[src/rtl/game_ctrl_if.sv]
// Player-facing game signals: debounced start and hit pulses in, phase/score/timer out.
interface game_ctrl_if #(
  parameter int SCORE_W = 32
);
  logic               start;
  logic               hit;
  logic [1:0]         select;
  logic [SCORE_W-1:0] score;
  logic [5:0]         time_left;
  logic               sec_tick;

  modport master (output start, hit, input select, score, time_left, sec_tick);
  modport slave  (input start, hit, output select, score, time_left, sec_tick);
endinterface

[src/rtl/game_ctrl.sv]
// Whack-a-mole round sequencer: idle -> playing -> over, second timer and hit score.
// state   | meaning
// IDLE    | waiting for a start edge; last score still shown
// PLAYING | round running, prescaler/timer active, hits counted
// OVER    | round finished, score and time_left frozen
// ILLEGAL | unreachable encoding, recovers to IDLE with reset values
module game_ctrl #(
  parameter int CLK_HZ       = 100000000,
  parameter int GAME_SECONDS = 35,
  parameter int SCORE_W      = 32
) (
  input  logic       clk,
  input  logic       rst,
  game_ctrl_if.slave bus
);

  localparam int PW = (CLK_HZ > 1) ? $clog2(CLK_HZ) : 1;
  localparam logic [PW-1:0] PRE_MAX = PW'(CLK_HZ - 1);
  localparam logic [5:0]    GS      = 6'(GAME_SECONDS);

  typedef enum logic [1:0] {
    IDLE    = 2'b00,
    PLAYING = 2'b01,
    OVER    = 2'b10,
    ILLEGAL = 2'b11
  } state_t;

  state_t             state_q, state_d;
  logic [SCORE_W-1:0] score_q, score_d;
  logic [5:0]         tl_q, tl_d;
  logic [PW-1:0]      pre_q, pre_d;
  logic               tick_q, tick_d;
  logic               start_q;
  logic               start_edge;

  assign start_edge = bus.start & ~start_q;

  always_ff @(posedge clk) begin
    if (rst) begin
      state_q <= IDLE;
      score_q <= '0;
      tl_q    <= GS;
      pre_q   <= '0;
      tick_q  <= 1'b0;
      start_q <= 1'b0;
    end else begin
      state_q <= state_d;
      score_q <= score_d;
      tl_q    <= tl_d;
      pre_q   <= pre_d;
      tick_q  <= tick_d;
      start_q <= bus.start;
    end
  end

  always_comb begin
    state_d = state_q;
    score_d = score_q;
    tl_d    = tl_q;
    pre_d   = pre_q;
    tick_d  = 1'b0;
    case (state_q)
      IDLE: begin
        if (start_edge) begin
          state_d = PLAYING;
          score_d = '0;
          tl_d    = GS;
          pre_d   = '0;
        end
      end
      PLAYING: begin
        if (pre_q == PRE_MAX) begin
          pre_d  = '0;
          tick_d = 1'b1;
          tl_d   = tl_q - 6'd1;
          if (tl_q == 6'd1) state_d = OVER;
        end else begin
          pre_d = pre_q + PW'(1);
        end
        // saturate rather than wrap so a huge score never reads as zero
        if (bus.hit && (score_q != {SCORE_W{1'b1}})) score_d = score_q + SCORE_W'(1);
      end
      OVER: begin
        if (start_edge) state_d = IDLE;
      end
      default: begin
        state_d = IDLE;
        score_d = '0;
        tl_d    = GS;
        pre_d   = '0;
      end
    endcase
  end

  assign bus.select    = state_q;
  assign bus.score     = score_q;
  assign bus.time_left = tl_q;
  assign bus.sec_tick  = tick_q;

endmodule
[src/flat_wrapper.sv]
// flat-port wrapper written by rule: the top's interface ports become plain ports
module game_ctrl_flat 
#(
  parameter int CLK_HZ       = 100000000,
  parameter int GAME_SECONDS = 35,
  parameter int SCORE_W      = 32
)
  (clk, rst, bus_start, bus_hit, bus_select, bus_score, bus_time_left, bus_sec_tick);
  game_ctrl_if #(.SCORE_W(SCORE_W)) bus_i ();
  input  logic clk;
  input  logic rst;
  input wire logic [$bits(bus_i.start)-1:0] bus_start;
  input wire logic [$bits(bus_i.hit)-1:0] bus_hit;
  output wire logic [$bits(bus_i.select)-1:0] bus_select;
  output wire logic [$bits(bus_i.score)-1:0] bus_score;
  output wire logic [$bits(bus_i.time_left)-1:0] bus_time_left;
  output wire logic [$bits(bus_i.sec_tick)-1:0] bus_sec_tick;
  assign bus_i.start = bus_start;
  assign bus_i.hit = bus_hit;
  assign bus_select = bus_i.select;
  assign bus_score = bus_i.score;
  assign bus_time_left = bus_i.time_left;
  assign bus_sec_tick = bus_i.sec_tick;
  game_ctrl #(.CLK_HZ(CLK_HZ), .GAME_SECONDS(GAME_SECONDS), .SCORE_W(SCORE_W)) u_core (.clk(clk), .rst(rst), .bus(bus_i));
endmodule
[config.mk]
export PLATFORM = sky130hd
export DESIGN_NAME = game_ctrl_flat
export DESIGN_NICKNAME = d
export VERILOG_FILES = /design/src/rtl/game_ctrl_if.sv /design/src/rtl/game_ctrl.sv /design/src/flat_wrapper.sv
export SDC_FILE = /design/constraint.sdc
export NUM_CORES = 1
export LEC_CHECK = 0
export BUFFER_PORTS_ARGS = -buffer_cell sky130_fd_sc_hd__buf_2
export CELL_PAD_IN_SITES_DETAIL_PLACEMENT = 1
export CELL_PAD_IN_SITES_GLOBAL_PLACEMENT = 1
export CORE_ASPECT_RATIO = 0.9
export CORE_UTILIZATION = 40
export CTS_CLUSTER_SIZE = 14
export DETAILED_ROUTE_END_ITERATION = 8
export PLACE_DENSITY = 0.87
export SLEW_MARGIN = 20
export SYNTH_ARGS = -nofsm -noshare
export SYNTH_HDL_FRONTEND = slang
export SYNTH_SLANG_ARGS = --single-unit
[constraint.sdc]
create_clock -name clk -period 2.85 [get_ports clk]
set_input_delay 0.1425 -clock clk [delete_from_list [all_inputs] [get_ports clk]]
set_output_delay 0.1425 -clock clk [all_outputs]
set_load 0.05 [all_outputs]
Yosys cells after proc, flatten, opt, wreduce, memory -nomap -nowiden:

Index checks and enable logic that the tools add are counted.

* input bits: 4
* logic and storage cells: 45
* flip-flop bits (word level): 69
* output and inout port bits: 41

* $add $sub $neg: 3
* mux-type cells: 15
* eq/ne operators: 10
* bitwise operators: 4
* reduce and logical (&&, ||, !) cells: 7

Operators with widths (number)
* 32-bit one-hot mux with 3 select lines: 1
* 27-bit one-hot mux with 3 select lines: 1
* 32-bit two-way mux: 2
* 27-bit two-way mux: 2
* 32-bit by 1-bit adder with 32-bit output, second input constant: 1
* 32-bit != test, second input constant: 1
* 27-bit by 1-bit adder with 27-bit output, second input constant: 1
* 27-bit == test, second input constant: 1
* 6-bit one-hot mux with 3 select lines: 1
* 6-bit two-way mux: 2
* 2-bit by 1-bit != test with 1-bit output, second input constant: 5
* 2-bit two-way mux: 4
* 6-bit by 1-bit == test with 1-bit output, second input constant: 1
* 2-bit one-hot mux with 3 select lines: 1
* 3-bit AND reduction: 2
* 6-bit by 1-bit subtractor with 6-bit output, second input constant: 1
* 4-bit AND reduction: 1
* 1-bit NOT: 3
* 2-bit by 1-bit == test with 1-bit output, second input constant: 1
* 2-bit == test, second input constant: 1
* 2-bit zero test: 1
* 2-bit AND reduction: 1
* 2-bit OR reduction: 1
* 1-bit AND: 1
* 2 further kinds: 2

Logic depth before layout (Yosys ltp):

Gate-level depths: netlist of run 1.

* depth after elaboration: 4
* depth in mapped cells: 9
* depth with buffers taken out: 7

Worst setup path before layout of run 1:

Ideal clock, no wire load.

* kind: flip-flop to flip-flop
* start: reg u_core.score_q[0], in the netlist u_core.bus.score[0]
* end: reg u_core.score_q[22], in the netlist u_core.bus.score[22]
* arrival time: 2.256 ns
* cell stages (with the launch flop): 8
* setup slack: 0.452 ns
* clock period less this slack: 2.398 ns
* path through: dfxtp_1 -> ha_1 -> nand4_1 -> or2_1 -> nor4_2 -> a31oi_1 -> o21ai_1 -> o31ai_1

* longest elaborated chain between the ends: 4
* elaborated cells between the ends (all ways): 7

Ends and longest elaborated chain
* start, declared: RTL line game_ctrl.sv:29 `logic [SCORE_W-1:0] score_q, score_d;`
* start signal, assigned: RTL line game_ctrl.sv:48 `score_q <= score_d;`
* parallel branches: the longest is 4 deep, another holds 32-bit by 1-bit adder with 32-bit output

Parallel ways; which one is timed is not known. The select of a mux whose other input is x is not followed.
A chain may end at the register's enable or synchronous reset.

Worst setup path in the final report of run 1:

* start: reg u_core.score_q[0], in the netlist u_core.bus.score[0]
* end: reg u_core.score_q[24], in the netlist u_core.bus.score[24]

The elaborated chain is that of the path after synthesis.

==> metrics.txt, run 1 <==
# TYPE chip_impl_metric gauge
chip_impl_metric{name="area_growth_syn_to_layout",unit="%"} 14.6
chip_impl_metric{name="dr_total_vias",unit=""} 3664
chip_impl_metric{name="fin_crit_sh",unit=""} 0.915
chip_impl_info{name="worst-setup-path-type",value="flip-flop to flip-flop"} 1
chip_impl_metric{name="utilization",unit=""} 0.476
chip_impl_metric{name="clock_insertion_delay_worst_skew",unit="ns"} 0.36
chip_impl_info{name="path_category_of_the_worst_min_delay_check",value="input port to flip-flop"} 1
chip_impl_metric{name="finalWorstPathRequiredPeriod",unit="ns"} 2.61
chip_impl_info{name="rr_startpoint",value="u_core.bus.score[0]$_SDFFE_PP0P_"} 1
chip_impl_metric{name="fin_setup_tns",unit="ns"} 0
chip_impl_metric{name="setup_violations",unit=""} 0
chip_impl_metric{name="nNetsFinal",unit=""} 489
chip_impl_metric{name="max-clock-path-buffers",unit=""} 2
chip_impl_metric{name="critical_path_required",unit="ns"} 3.11
chip_impl_metric{name="synth-warning-count",unit=""} 0
chip_impl_metric{name="drt-pass1-iter-count",unit=""} 4
chip_impl_metric{name="multiInputGateArea",unit="sq um"} 2070
chip_impl_metric{name="skew",unit="ns"} 0.0130
chip_impl_info{name="hold_path_startpoint",value="rst"} 1
chip_impl_info{name="most_common_library_cell_in_the_layout_ignoring_fill_and_taps",value="sky130_fd_sc_hd__dfxtp_1"} 1
chip_impl_metric{name="synth_top_cell_area_share",unit=""} 0.386
chip_impl_metric{name="grt_max_degree",unit=""} 27
chip_impl_metric{name="numPortBuffers",unit=""} 44
chip_impl_metric{name="synth_cells",unit=""} 438
chip_impl_metric{name="syn-mean-instance-area",unit="sq um"} 8.16
chip_impl_metric{name="die_area",unit="sq um"} 9320
chip_impl_metric{name="first_pass_grt_wire_length",unit="um"} 17900
chip_impl_metric{name="place.detailed.instances",unit=""} 589
chip_impl_metric{name="worstPathMaxFanout",unit=""} 26
chip_impl_info{name="synth_top_area_cell",value="sky130_fd_sc_hd__dfxtp_1"} 1
chip_impl_metric{name="worst-slew-pin-transition",unit="ns"} 0.877
chip_impl_metric{name="placeableCoreArea",unit="sq um"} 8610
chip_impl_info{name="grt_setup_unrepaired",value="no"} 1
chip_impl_metric{name="cellPowerDensity",unit="nW/um^2"} 476
chip_impl_info{name="cell_family_with_most_cp_delay",value="compound AO/OA/AOI/OAI gates"} 1
chip_impl_metric{name="post_route_total_power",unit="uW"} 1950
chip_impl_metric{name="critical-path-max-stage-delay",unit="ns"} 0.52
chip_impl_metric{name="post_cts_setup_buffers",unit=""} 0
chip_impl_metric{name="worst-r2r-setup-slack",unit="ns"} 0.24
chip_impl_metric{name="max_freq",unit="GHz"} 0.384
chip_impl_metric{name="cts_made_buffers",unit=""} 9
chip_impl_metric{name="ys_types",unit=""} 54
chip_impl_metric{name="cts_repair_resize_count",unit=""} 0
chip_impl_metric{name="max-cap-violations",unit=""} 0
chip_impl_info{name="tritoncts_clock_tree",value="yes"} 1
chip_impl_metric{name="rows",unit=""} 32
chip_impl_metric{name="postSynth.asyncResetShare",unit=""} 0
chip_impl_info{name="path_cells",value="ha_1 > nand4_1 > and4bb_1 > a31oi_4 > o21ai_2 > o21ai_1 > o41ai_1"} 1
chip_impl_metric{name="cts.sink_count",unit=""} 69
chip_impl_metric{name="die_w",unit="um"} 102
chip_impl_metric{name="effective_utilization_at_floorplan",unit=""} 0.415
chip_impl_metric{name="yosys_reg_bits",unit=""} 69
chip_impl_metric{name="timing.reg2reg.worst_path_depth",unit=""} 7
chip_impl_metric{name="via_count_of_the_first_global_routing_pass",unit=""} 3672
chip_impl_metric{name="total_leakage_power",unit="uW"} 0.00155
chip_impl_metric{name="htree_num_levels",unit=""} 3
chip_impl_metric{name="max-vdd-ir-drop",unit="mV"} 0.300
chip_impl_metric{name="final.fill_count",unit=""} 1061
chip_impl_metric{name="drt.antenna.violating_nets",unit=""} 0
chip_impl_info{name="critical_path.endpoint_type",value="flip-flop"} 1
chip_impl_metric{name="clkTransAtPathRegs",unit="ns"} 0.08
chip_impl_metric{name="final_wirelength",unit="um"} 10700
chip_impl_info{name="synth_top_flop_cell",value="sky130_fd_sc_hd__dfxtp_1"} 1
chip_impl_info{name="worstReg2RegEnd",value="u_core.bus.score[24]$_SDFFE_PP0P_"} 1
chip_impl_metric{name="syn-cell-area",unit="sq um"} 3570
chip_impl_metric{name="boundary_pin_count",unit=""} 45
chip_impl_metric{name="layout.cells.non_filler",unit=""} 605
chip_impl_metric{name="hold_viol_final",unit=""} 0
chip_impl_info{name="root_buffer",value="sky130_fd_sc_hd__clkbuf_8"} 1
chip_impl_metric{name="gp_routability_congestion",unit=""} 0.815
chip_impl_info{name="hold_path_end",value="u_core.bus.select[1]$_SDFFE_PP0P_"} 1
chip_impl_metric{name="regArea",unit="sq um"} 1380
chip_impl_metric{name="number_of_antenna_violations_at_the_first_check_in_global_routing",unit=""} 0
chip_impl_metric{name="global_route.usage.total",unit=""} 0.243
chip_impl_metric{name="insertedDiodeCount",unit=""} 0
chip_impl_metric{name="synth.yosys.seq_area_share",unit=""} 0.386
chip_impl_info{name="top_cells_by_area_synth",value="sky130_fd_sc_hd__dfxtp_1, sky130_fd_sc_hd__a21oi_1, sky130_fd_sc_hd__nand3_1, sky130_fd_sc_hd__o21ai_0, sky130_fd_sc_hd__nor2_1"} 1
chip_impl_metric{name="hold_path_depth",unit=""} 2
chip_impl_metric{name="cts.hold.buffers_added",unit=""} 0
chip_impl_metric{name="routed_wire_length_per_instance",unit="um"} 17.7
chip_impl_info{name="worst_path_max_delay_cell",value="sky130_fd_sc_hd__and4bb_1"} 1
chip_impl_metric{name="timing.critical_path.buf_inv",unit=""} 0
chip_impl_metric{name="syn_nets",unit=""} 446
chip_impl_metric{name="layout-drive-gt1-share",unit=""} 0.169
chip_impl_metric{name="number_of_pins_with_negative_max_slew_slack_in_the_final_report",unit=""} 0
chip_impl_info{name="critical_path.startpoint_type",value="flip-flop"} 1
chip_impl_metric{name="via_per_inst",unit=""} 6.06
chip_impl_info{name="status",value="completed"} 1
chip_impl_metric{name="drc_errors",unit=""} 0
chip_impl_metric{name="fp.dieH",unit="um"} 91.7
chip_impl_metric{name="dp_hpwl",unit="um"} 7480
chip_impl_metric{name="synth_edf_count",unit=""} 0
chip_impl_metric{name="iter_0_drt_violations",unit=""} 194
chip_impl_metric{name="maxSlewHeadroom",unit=""} 0.413
chip_impl_metric{name="worst_ep_arrival_time",unit="ns"} 2.86
chip_impl_info{name="most-common-layout-cells",value="sky130_fd_sc_hd__dfxtp_1, sky130_fd_sc_hd__buf_2, sky130_fd_sc_hd__nor2_1, sky130_fd_sc_hd__a21oi_1, sky130_fd_sc_hd__nand2_1"} 1
chip_impl_metric{name="grt-ovfl-total",unit=""} 0
[metrics by stage]
stage                     hold slack [ns]  area (sq um)  setup slack [ns]
after CTS                          0.0289          4100             0.265
after global routing               0.0306          4100            0.0246
final                              0.0338          4100             0.243
after detailed placement            0.410          3890             0.296
after global placement              0.388          3890             0.462
after floorplan                     0.212          3570             0.452
[state kept, by name, indices dropped and copies added, names as in the netlist]
| register | flops |
|---|---|
| u_core.pre_q | 27 |
| u_core.bus.select | 2 |
| u_core.bus.time_left | 6 |
| u_core.bus.sec_tick | 1 |
| u_core.start_q | 1 |
| u_core.bus.score | 32 |
[kinds of logic after synthesis]
kind of cell               share of synthesized area
AOI/OAI and AO/OA                              0.216
buffers and inverters                         0.0346
xor gates and xnor gates                      0.0319
and+or+nand+nor                                0.312
muxes                                        0.00560
DFF                                            0.386
adders and majority gates                     0.0140
[worst max path at each step]
stage	from	endpoint	slack, ns	depth (start not counted)
after floorplan	u_core.bus.score[0]$_SDFFE_PP0P_	u_core.bus.score[22]$_SDFFE_PP0P_	0.45	7
after global placement	u_core.bus.score[0]$_SDFFE_PP0P_	u_core.bus.score[17]$_SDFFE_PP0P_	0.46	8
after detailed placement	u_core.bus.score[0]$_SDFFE_PP0P_	u_core.bus.score[13]$_SDFFE_PP0P_	0.30	7
after CTS	u_core.bus.score[0]$_SDFFE_PP0P_	u_core.bus.score[13]$_SDFFE_PP0P_	0.27	7
after global routing	u_core.bus.score[0]$_SDFFE_PP0P_	u_core.bus.score[24]$_SDFFE_PP0P_	0.02	7
final	u_core.bus.score[0]$_SDFFE_PP0P_	u_core.bus.score[24]$_SDFFE_PP0P_	0.24	7
[synth_stat cells, types with 2 or more instances]
cell / count
sky130_fd_sc_hd__a21o_1: 2
sky130_fd_sc_hd__a21oi_1: 38
sky130_fd_sc_hd__a31o_2: 2
sky130_fd_sc_hd__a31oi_1: 19
sky130_fd_sc_hd__a41oi_1: 4
sky130_fd_sc_hd__and2_1: 3
sky130_fd_sc_hd__and3_1: 13
sky130_fd_sc_hd__and4_1: 8
sky130_fd_sc_hd__buf_2: 3
sky130_fd_sc_hd__buf_4: 3
sky130_fd_sc_hd__clkbuf_1: 9
sky130_fd_sc_hd__dfxtp_1: 69
sky130_fd_sc_hd__ha_1: 4
sky130_fd_sc_hd__inv_1: 10
sky130_fd_sc_hd__mux2i_1: 2
sky130_fd_sc_hd__nand2_1: 33
sky130_fd_sc_hd__nand3_1: 29
sky130_fd_sc_hd__nand3_2: 2
sky130_fd_sc_hd__nand3b_1: 2
sky130_fd_sc_hd__nand4_1: 15
sky130_fd_sc_hd__nor2_1: 38
sky130_fd_sc_hd__nor2b_1: 3
sky130_fd_sc_hd__nor3_1: 9
sky130_fd_sc_hd__nor3b_1: 3
sky130_fd_sc_hd__nor4_1: 7
sky130_fd_sc_hd__nor4_2: 3
sky130_fd_sc_hd__nor4_4: 3
sky130_fd_sc_hd__o211ai_1: 2
sky130_fd_sc_hd__o21ai_0: 29
sky130_fd_sc_hd__o21ai_1: 18
sky130_fd_sc_hd__o21ai_2: 2
sky130_fd_sc_hd__o22a_1: 2
sky130_fd_sc_hd__o31ai_1: 4
sky130_fd_sc_hd__o41ai_1: 2
sky130_fd_sc_hd__or2_1: 3
sky130_fd_sc_hd__or3_1: 10
sky130_fd_sc_hd__or4_1: 2
sky130_fd_sc_hd__xnor2_1: 7
sky130_fd_sc_hd__xor2_1: 6
[per-layer routing]
layer  share of wire  up-vias  GRT usage
met5               0        -          0
met2            0.50       83      0.413
met3           0.031       12     0.0495
li1                -     1723          -
met1            0.45     1846      0.307
met4           0.013        0     0.0749
[layout make-up]
type / instances / share of cell area
Clock inverter: 5 / 0.0147
Timing Repair Buffer: 49 / 0.0629
Clock buffer: 11 / 0.0345
Sequential cell: 69 / 0.337
Inverter: 10 / 0.00916
Multi-Input combinational cell: 342 / 0.505
Tap cell: 119 / 0.0363
[power by group]
part | internal [uW] | switching (uW) | total [uW] | leakage [uW]
logic | 36.1 | 112 | 148 | 0.000892
registers | 970 | 9.05 | 979 | 0.000557
clock network | 430 | 393 | 823 | 0.0000995
(Power assumes the default switching activity.)
==> run 2, diff against run 1 <==
- ABC_AREA: not set -> 1
- PLACE_DENSITY: 0.87 -> 0.91
==> metrics.txt, run 2 <==
# TYPE chip_impl_metric gauge
chip_impl_info{name="status",value="complete, but fails checks"} 1
chip_impl_info{name="failed_checks",value="DRC"} 1
chip_impl_metric{name="skew",unit="ns"} 0.00389
chip_impl_metric{name="synth.yosys.seq_area_share",unit=""} 0.316
chip_impl_info{name="most_common_library_cell_in_the_layout_ignoring_fill_and_taps",value="sky130_fd_sc_hd__nand2_1"} 1
chip_impl_info{name="synth_top_flop_cell",value="sky130_fd_sc_hd__dfxtp_1"} 1
chip_impl_metric{name="drt.antenna.violating_nets",unit=""} 0
chip_impl_metric{name="numPortBuffers",unit=""} 44
chip_impl_metric{name="dp_hpwl",unit="um"} 11600
chip_impl_info{name="critical_path.startpoint_type",value="flip-flop"} 1
chip_impl_metric{name="worstPathMaxFanout",unit=""} 33
chip_impl_metric{name="die_area",unit="sq um"} 11300
chip_impl_metric{name="drt-pass1-iter-count",unit=""} 7
chip_impl_metric{name="max_freq",unit="GHz"} 0.401
chip_impl_metric{name="rows",unit=""} 35
chip_impl_metric{name="final_wirelength",unit="um"} 16000
chip_impl_info{name="grt_setup_unrepaired",value="no"} 1
chip_impl_metric{name="largest_reg_flops",unit=""} 32
chip_impl_metric{name="fin_crit_sh",unit=""} 0.876
chip_impl_metric{name="iter_0_drt_violations",unit=""} 457
chip_impl_metric{name="max-cap-violations",unit=""} 0
chip_impl_metric{name="cts_made_buffers",unit=""} 9
chip_impl_metric{name="setup_violations",unit=""} 0
chip_impl_info{name="most-common-layout-cells",value="sky130_fd_sc_hd__nand2_1, sky130_fd_sc_hd__nor2_1, sky130_fd_sc_hd__inv_1, sky130_fd_sc_hd__nand3_1, sky130_fd_sc_hd__dfxtp_1"} 1
chip_impl_metric{name="regArea",unit="sq um"} 1380
chip_impl_metric{name="grt_use_met1",unit=""} 0.364
chip_impl_metric{name="grt_util_met3",unit=""} 0.0670
chip_impl_metric{name="via_per_inst",unit=""} 5.64
chip_impl_metric{name="synth_top_cell_area_share",unit=""} 0.316
chip_impl_metric{name="finalWorstPathRequiredPeriod",unit="ns"} 2.50
chip_impl_metric{name="use_met2",unit=""} 0.487
chip_impl_metric{name="number_of_antenna_violations_at_the_first_check_in_global_routing",unit=""} 0
chip_impl_metric{name="synth_cells",unit=""} 737
chip_impl_metric{name="critical-path-max-stage-delay",unit="ns"} 0.44
chip_impl_metric{name="via_count_of_the_first_global_routing_pass",unit=""} 5292
chip_impl_metric{name="effective_utilization_at_floorplan",unit=""} 0.419
chip_impl_metric{name="place.detailed.instances",unit=""} 900
chip_impl_metric{name="postSynth.asyncResetShare",unit=""} 0
chip_impl_metric{name="fp.dieH",unit="um"} 101
chip_impl_metric{name="cts_repair_resize_count",unit=""} 0
chip_impl_info{name="root_buffer",value="sky130_fd_sc_hd__clkbuf_16"} 1
chip_impl_metric{name="max-clock-path-buffers",unit=""} 2
chip_impl_metric{name="routed_wire_length_per_instance",unit="um"} 17.5
chip_impl_info{name="yosys-top-cells-count",value="sky130_fd_sc_hd__nand2_1, sky130_fd_sc_hd__nor2_1, sky130_fd_sc_hd__inv_1"} 1
chip_impl_metric{name="htree_num_levels",unit=""} 3
chip_impl_metric{name="ys_types",unit=""} 27
chip_impl_info{name="worst_path_max_delay_cell",value="sky130_fd_sc_hd__dfxtp_1"} 1
chip_impl_metric{name="worst_ep_arrival_time",unit="ns"} 2.75
chip_impl_info{name="top_cells_by_area_synth",value="sky130_fd_sc_hd__dfxtp_1, sky130_fd_sc_hd__nand2_1, sky130_fd_sc_hd__nor2_1, sky130_fd_sc_hd__inv_1, sky130_fd_sc_hd__nand3_1"} 1
chip_impl_metric{name="dr_total_vias",unit=""} 5165
chip_impl_metric{name="cts.sink_count",unit=""} 69
chip_impl_info{name="tritoncts_clock_tree",value="yes"} 1
chip_impl_metric{name="layout.cells.non_filler",unit=""} 915
chip_impl_metric{name="final.fill_count",unit=""} 1505
chip_impl_metric{name="synth_edf_count",unit=""} 0
chip_impl_metric{name="syn-mean-instance-area",unit="sq um"} 5.93
chip_impl_metric{name="insertedDiodeCount",unit=""} 0
chip_impl_info{name="path_category_of_the_worst_min_delay_check",value="input port to flip-flop"} 1
chip_impl_metric{name="syn-cell-area",unit="sq um"} 4370
chip_impl_metric{name="place_area",unit="sq um"} 4720
chip_impl_metric{name="total_leakage_power",unit="uW"} 0.00208
chip_impl_metric{name="first_pass_grt_wire_length",unit="um"} 25800
chip_impl_metric{name="synth-warning-count",unit=""} 0
chip_impl_metric{name="hold_viol_final",unit=""} 0
chip_impl_metric{name="boundary_pin_count",unit=""} 45
chip_impl_info{name="dominant_cell_by_count_in_the_synthesized_netlist",value="sky130_fd_sc_hd__nand2_1"} 1
chip_impl_metric{name="grt-ovfl-total",unit=""} 0
chip_impl_metric{name="placeableCoreArea",unit="sq um"} 10400
chip_impl_metric{name="fin_setup_tns",unit="ns"} 0
chip_impl_metric{name="grt_max_degree",unit=""} 34
chip_impl_info{name="critical_path.endpoint_type",value="flip-flop"} 1
chip_impl_metric{name="syn_nets",unit=""} 745
chip_impl_metric{name="gp_routability_congestion",unit=""} 0.901
chip_impl_metric{name="layout-drive-gt1-share",unit=""} 0.103
chip_impl_info{name="synth_top_area_cell",value="sky130_fd_sc_hd__dfxtp_1"} 1
chip_impl_metric{name="nNetsFinal",unit=""} 790
chip_impl_metric{name="utilization",unit=""} 0.479
chip_impl_metric{name="die_w",unit="um"} 112
chip_impl_metric{name="number_of_pins_with_negative_max_slew_slack_in_the_final_report",unit=""} 0
chip_impl_metric{name="critical_path_required",unit="ns"} 3.10
chip_impl_metric{name="clkTransAtPathRegs",unit="ns"} 0.05
chip_impl_metric{name="drc_errors",unit=""} 3
chip_impl_info{name="grt-busiest-layer",value="met2"} 1
chip_impl_metric{name="global_route.usage.total",unit=""} 0.289
chip_impl_metric{name="area_growth_syn_to_layout",unit="%"} 14.3
chip_impl_metric{name="post_cts_setup_buffers",unit=""} 0
chip_impl_metric{name="yosys_reg_bits",unit=""} 69
chip_impl_metric{name="clock_insertion_delay_worst_skew",unit="ns"} 0.34
chip_impl_metric{name="maxSlewHeadroom",unit=""} 0.641
chip_impl_metric{name="cellPowerDensity",unit="nW/um^2"} 513
chip_impl_metric{name="max-vdd-ir-drop",unit="mV"} 0.333
chip_impl_metric{name="multiInputGateArea",unit="sq um"} 2510
chip_impl_metric{name="cts.hold.buffers_added",unit=""} 0
chip_impl_info{name="worst-setup-path-type",value="flip-flop to flip-flop"} 1
chip_impl_metric{name="worst-slew-pin-transition",unit="ns"} 0.536
chip_impl_metric{name="postLayoutCellArea",unit="sq um"} 4990
chip_impl_info{name="path_cells",value="ha_1 > nand2_2 > nor2_4 > nand2_2 > nor2_4 > nand2_1 > nand2_2 > nand2_4 > nand2_4 > nand2_4 > a21oi_1"} 1
[run 2: cell types whose count changed in the layout (fill, tap and decap cells not counted), moves of 10 or more]
cell                      before  now
sky130_fd_sc_hd__inv_1        10  102
sky130_fd_sc_hd__o21ai_1      18    0
sky130_fd_sc_hd__nand2_1      33  210
sky130_fd_sc_hd__and3_1       13    0
sky130_fd_sc_hd__nor2_1       38  116
sky130_fd_sc_hd__nor3_1        9   21
sky130_fd_sc_hd__nand3_1      29   74
sky130_fd_sc_hd__or3_1        10    0
sky130_fd_sc_hd__a31oi_1      19    1
[run 2: cell families after synthesis]
kind of cell,after synthesis,share of synthesized area
simple gates,461,0.453
flops,69,0.316
xor+xnor,16,0.0321
compound gates,67,0.0782
fa+ha+maj,4,0.0115
buf+inv,120,0.109
[run 2: power by group]
| part | internal, uW | leakage, uW | switching [uW] |
|---|---|---|---|
| Combinational | 97.6 | 0.00138 | 339 |
| Sequential | 998 | 0.000559 | 50.0 |
| Clock | 655 | 0.000139 | 424 |
[run 2: worst paths after layout]
| kind | start | endpoint | slack [ns] | cells after the start |
|---|---|---|---|---|
| max reg2reg | u_core.bus.score[0]$_SDFFE_PP0P_ | u_core.bus.score[30]$_SDFFE_PP0P_ | 0.35 | 11 |
| min | bus_start | u_core.start_q$_SDFF_PP0_ | 0.03 | 3 |
| min reg2reg | u_core.bus.select[1]$_SDFFE_PP0P_ | u_core.bus.select[1]$_SDFFE_PP0P_ | 0.53 | 2 |
| max | u_core.bus.score[0]$_SDFFE_PP0P_ | u_core.bus.score[30]$_SDFFE_PP0P_ | 0.35 | 11 |
[run 2: critical path: cells and delay by family, from the launching register on]
kind	cells	cell delay (ns)
AOI/OAI and AO/OA	1	0.22
DFF	1	0.44
and+or+nand+nor	9	1.40
adders and majority gates	1	0.32
[run 2: routing by layer]
layer	share of wire	vias to the layer above
li1	-	2410
met1	0.44	2500
met2	0.47	224
met3	0.077	31
met4	0.018	0
met5	0	-
[run 2: stage by stage]
step	setup WS, ns	hold WS (ns)	power [uW]
floorplan	0.667	0.267	1370
global placement	0.648	0.361	1460
detailed placement	0.464	0.387	1490
CTS	0.394	0.0391	2570
global route	0.169	0.0743	2640
finish	0.354	0.0338	2560
[run 2: area by class of cell]
class | count | area share
multi-input cells | 548 | 0.503
flip-flops and latches | 69 | 0.277
inverters | 103 | 0.0774
clock buffers | 14 | 0.0549
repair buffers | 51 | 0.0546
well taps | 129 | 0.0323
clock inverters | 1 | 0.00100
==> run 3, diff against run 2 <==
- CTS_BUF_LIST: not set -> sky130_fd_sc_hd__clkbuf_8
==> metrics.txt, run 3 (synthesis gave the netlist of run 2 again) <==
# TYPE chip_impl_metric gauge
chip_impl_metric{name="grt_max_degree",unit=""} 34
chip_impl_metric{name="drt-pass1-iter-count",unit=""} 7
chip_impl_info{name="hold_path_startpoint",value="bus_start"} 1
chip_impl_metric{name="cts_repair_resize_count",unit=""} 0
chip_impl_metric{name="hold_viol_final",unit=""} 0
chip_impl_metric{name="finalWorstPathRequiredPeriod",unit="ns"} 2.48
chip_impl_info{name="status",value="complete, but fails checks"} 1
chip_impl_metric{name="gp_routability_congestion",unit=""} 0.901
chip_impl_metric{name="max-vdd-ir-drop",unit="mV"} 0.286
chip_impl_info{name="tritoncts_clock_tree",value="yes"} 1
chip_impl_metric{name="fp.dieH",unit="um"} 101
chip_impl_info{name="critical_path.endpoint_type",value="flip-flop"} 1
chip_impl_metric{name="cts.hold.buffers_added",unit=""} 0
chip_impl_info{name="grt_setup_unrepaired",value="no"} 1
chip_impl_metric{name="setup_violations",unit=""} 0
chip_impl_metric{name="post_cts_setup_buffers",unit=""} 0
chip_impl_metric{name="utilization",unit=""} 0.470
chip_impl_metric{name="insertedDiodeCount",unit=""} 0
chip_impl_metric{name="nNetsFinal",unit=""} 790
chip_impl_metric{name="worst-slew-pin-transition",unit="ns"} 0.547
chip_impl_metric{name="dp_hpwl",unit="um"} 11600
chip_impl_metric{name="final_wirelength",unit="um"} 15500
chip_impl_metric{name="fin_crit_sh",unit=""} 0.870
chip_impl_info{name="worst-setup-path-type",value="flip-flop to flip-flop"} 1
chip_impl_info{name="path_category_of_the_worst_min_delay_check",value="input port to flip-flop"} 1
chip_impl_metric{name="maxSlewHeadroom",unit=""} 0.635
chip_impl_metric{name="cts_made_buffers",unit=""} 9
chip_impl_info{name="most_common_library_cell_in_the_layout_ignoring_fill_and_taps",value="sky130_fd_sc_hd__nand2_1"} 1
chip_impl_metric{name="max-cap-violations",unit=""} 0
chip_impl_info{name="highest-signal-layer",value="met4"} 1
chip_impl_metric{name="layout-drive-gt1-share",unit=""} 0.103
chip_impl_metric{name="via_per_inst",unit=""} 5.55
chip_impl_metric{name="number_of_antenna_violations_at_the_first_check_in_global_routing",unit=""} 0
chip_impl_metric{name="first_pass_grt_wire_length",unit="um"} 25400
chip_impl_metric{name="clock_insertion_delay_worst_skew",unit="ns"} 0.36
chip_impl_metric{name="placeableCoreArea",unit="sq um"} 10400
chip_impl_metric{name="drt.antenna.violating_nets",unit=""} 0
chip_impl_metric{name="clkTransAtPathRegs",unit="ns"} 0.08
chip_impl_metric{name="htree_num_levels",unit=""} 3
chip_impl_metric{name="max_freq",unit="GHz"} 0.403
chip_impl_metric{name="pre_cts_slack",unit="ns"} 0.464
chip_impl_metric{name="grt-ovfl-total",unit=""} 0
chip_impl_metric{name="boundary_pin_count",unit=""} 45
chip_impl_metric{name="total_leakage_power",unit="uW"} 0.00204
chip_impl_info{name="critical_path.startpoint_type",value="flip-flop"} 1
chip_impl_metric{name="rows",unit=""} 35
chip_impl_info{name="rr_startpoint",value="u_core.bus.score[0]$_SDFFE_PP0P_"} 1
chip_impl_metric{name="global_route.usage.total",unit=""} 0.284
chip_impl_metric{name="post-route-worst-setup-slack",unit="ns"} 0.371
chip_impl_metric{name="drc_errors",unit=""} 3
chip_impl_metric{name="die_w",unit="um"} 112
chip_impl_metric{name="die_area",unit="sq um"} 11300
chip_impl_info{name="failed_checks",value="DRC"} 1
chip_impl_metric{name="skew",unit="ns"} 0.00899
chip_impl_metric{name="met3WireLength",unit="um"} 999
chip_impl_metric{name="iter_0_drt_violations",unit=""} 391
chip_impl_metric{name="worstPathMaxFanout",unit=""} 33
chip_impl_info{name="cp-startpoint",value="u_core.bus.score[0]$_SDFFE_PP0P_"} 1
chip_impl_metric{name="max-clock-path-buffers",unit=""} 2
chip_impl_info{name="root_buffer",value="sky130_fd_sc_hd__clkbuf_8"} 1
chip_impl_metric{name="fin_setup_tns",unit="ns"} 0
chip_impl_metric{name="critical_path_required",unit="ns"} 3.16
chip_impl_metric{name="via_count_of_the_first_global_routing_pass",unit=""} 5175
chip_impl_metric{name="numPortBuffers",unit=""} 44
chip_impl_metric{name="cellPowerDensity",unit="nW/um^2"} 457
chip_impl_metric{name="largest_reg_flops",unit=""} 32
chip_impl_metric{name="effective_utilization_at_floorplan",unit=""} 0.419
chip_impl_metric{name="dr_total_vias",unit=""} 5075
chip_impl_metric{name="worst_ep_arrival_time",unit="ns"} 2.79
chip_impl_metric{name="routed_wire_length_per_instance",unit="um"} 17.0
chip_impl_metric{name="m1WireLength",unit="um"} 7020
chip_impl_metric{name="area_growth_syn_to_layout",unit="%"} 12.0
chip_impl_metric{name="cts.sink_count",unit=""} 69
chip_impl_info{name="most-common-layout-cells",value="sky130_fd_sc_hd__nand2_1, sky130_fd_sc_hd__nor2_1, sky130_fd_sc_hd__inv_1, sky130_fd_sc_hd__nand3_1, sky130_fd_sc_hd__dfxtp_1"} 1
chip_impl_metric{name="wl_met2",unit="um"} 7340
chip_impl_metric{name="number_of_pins_with_negative_max_slew_slack_in_the_final_report",unit=""} 0
-- run 3: area by class of cell --
cell class,instances,area [sq um]
clock buffer,12,165
fill,1524,5530
clock inverter,3,12.5
multi-input combinational,548,2510
sequential,69,1380
inverter,103,387
tap,129,161
timing repair buffer,51,273
-- run 3: final timing paths --
check                                           end  slack, ns  cells after the start
setup / recovery  u_core.bus.score[16]$_SDFFE_PP0P_       0.37                     13
hold / removal            u_core.start_q$_SDFF_PP0_       0.01                      3
setup reg to reg  u_core.bus.score[16]$_SDFFE_PP0P_       0.37                     13
hold reg to reg   u_core.bus.select[1]$_SDFFE_PP0P_       0.53                      2
-- run 3: per-stage QoR --
stage	hold slack, ns	instances	instance area (sq um)	total power [uW]
global placement	0.361	900	4720	1460
global route	0.0433	915	4890	2320
CTS	0.0138	915	4890	2240
floorplan	0.267	737	4370	1370
finish	0.0148	915	4890	2240
detailed placement	0.387	900	4720	1490
-- run 3: layer usage --
| layer | vias to the layer above | global-route usage |
|---|---|---|
| li1 | 2411 | - |
| met1 | 2481 | 0.359 |
| met2 | 167 | 0.485 |
| met3 | 16 | 0.0658 |
| met4 | 0 | 0.0903 |
| met5 | - | 0 |
-- run 3: where the power goes --
part | total [uW] | switching (uW) | internal [uW]
Combinational | 432 | 335 | 97.6
Sequential | 1050 | 50.0 | 996
Clock | 758 | 383 | 375
-- run 3: critical path, stage by stage (launching register included) --
cell                      delay, ns
sky130_fd_sc_hd__dfxtp_1       0.44
sky130_fd_sc_hd__ha_1          0.32
sky130_fd_sc_hd__nand2_2       0.12
sky130_fd_sc_hd__nor2_4        0.15
sky130_fd_sc_hd__nand2_2       0.11
sky130_fd_sc_hd__nor2_4        0.16
sky130_fd_sc_hd__nand2_1       0.08
sky130_fd_sc_hd__nand2_2       0.08
sky130_fd_sc_hd__nand2_4       0.23
sky130_fd_sc_hd__nand2_4       0.27
sky130_fd_sc_hd__nand2_4       0.19
sky130_fd_sc_hd__nand2_1       0.13
sky130_fd_sc_hd__nand2_1       0.07
sky130_fd_sc_hd__inv_1         0.05
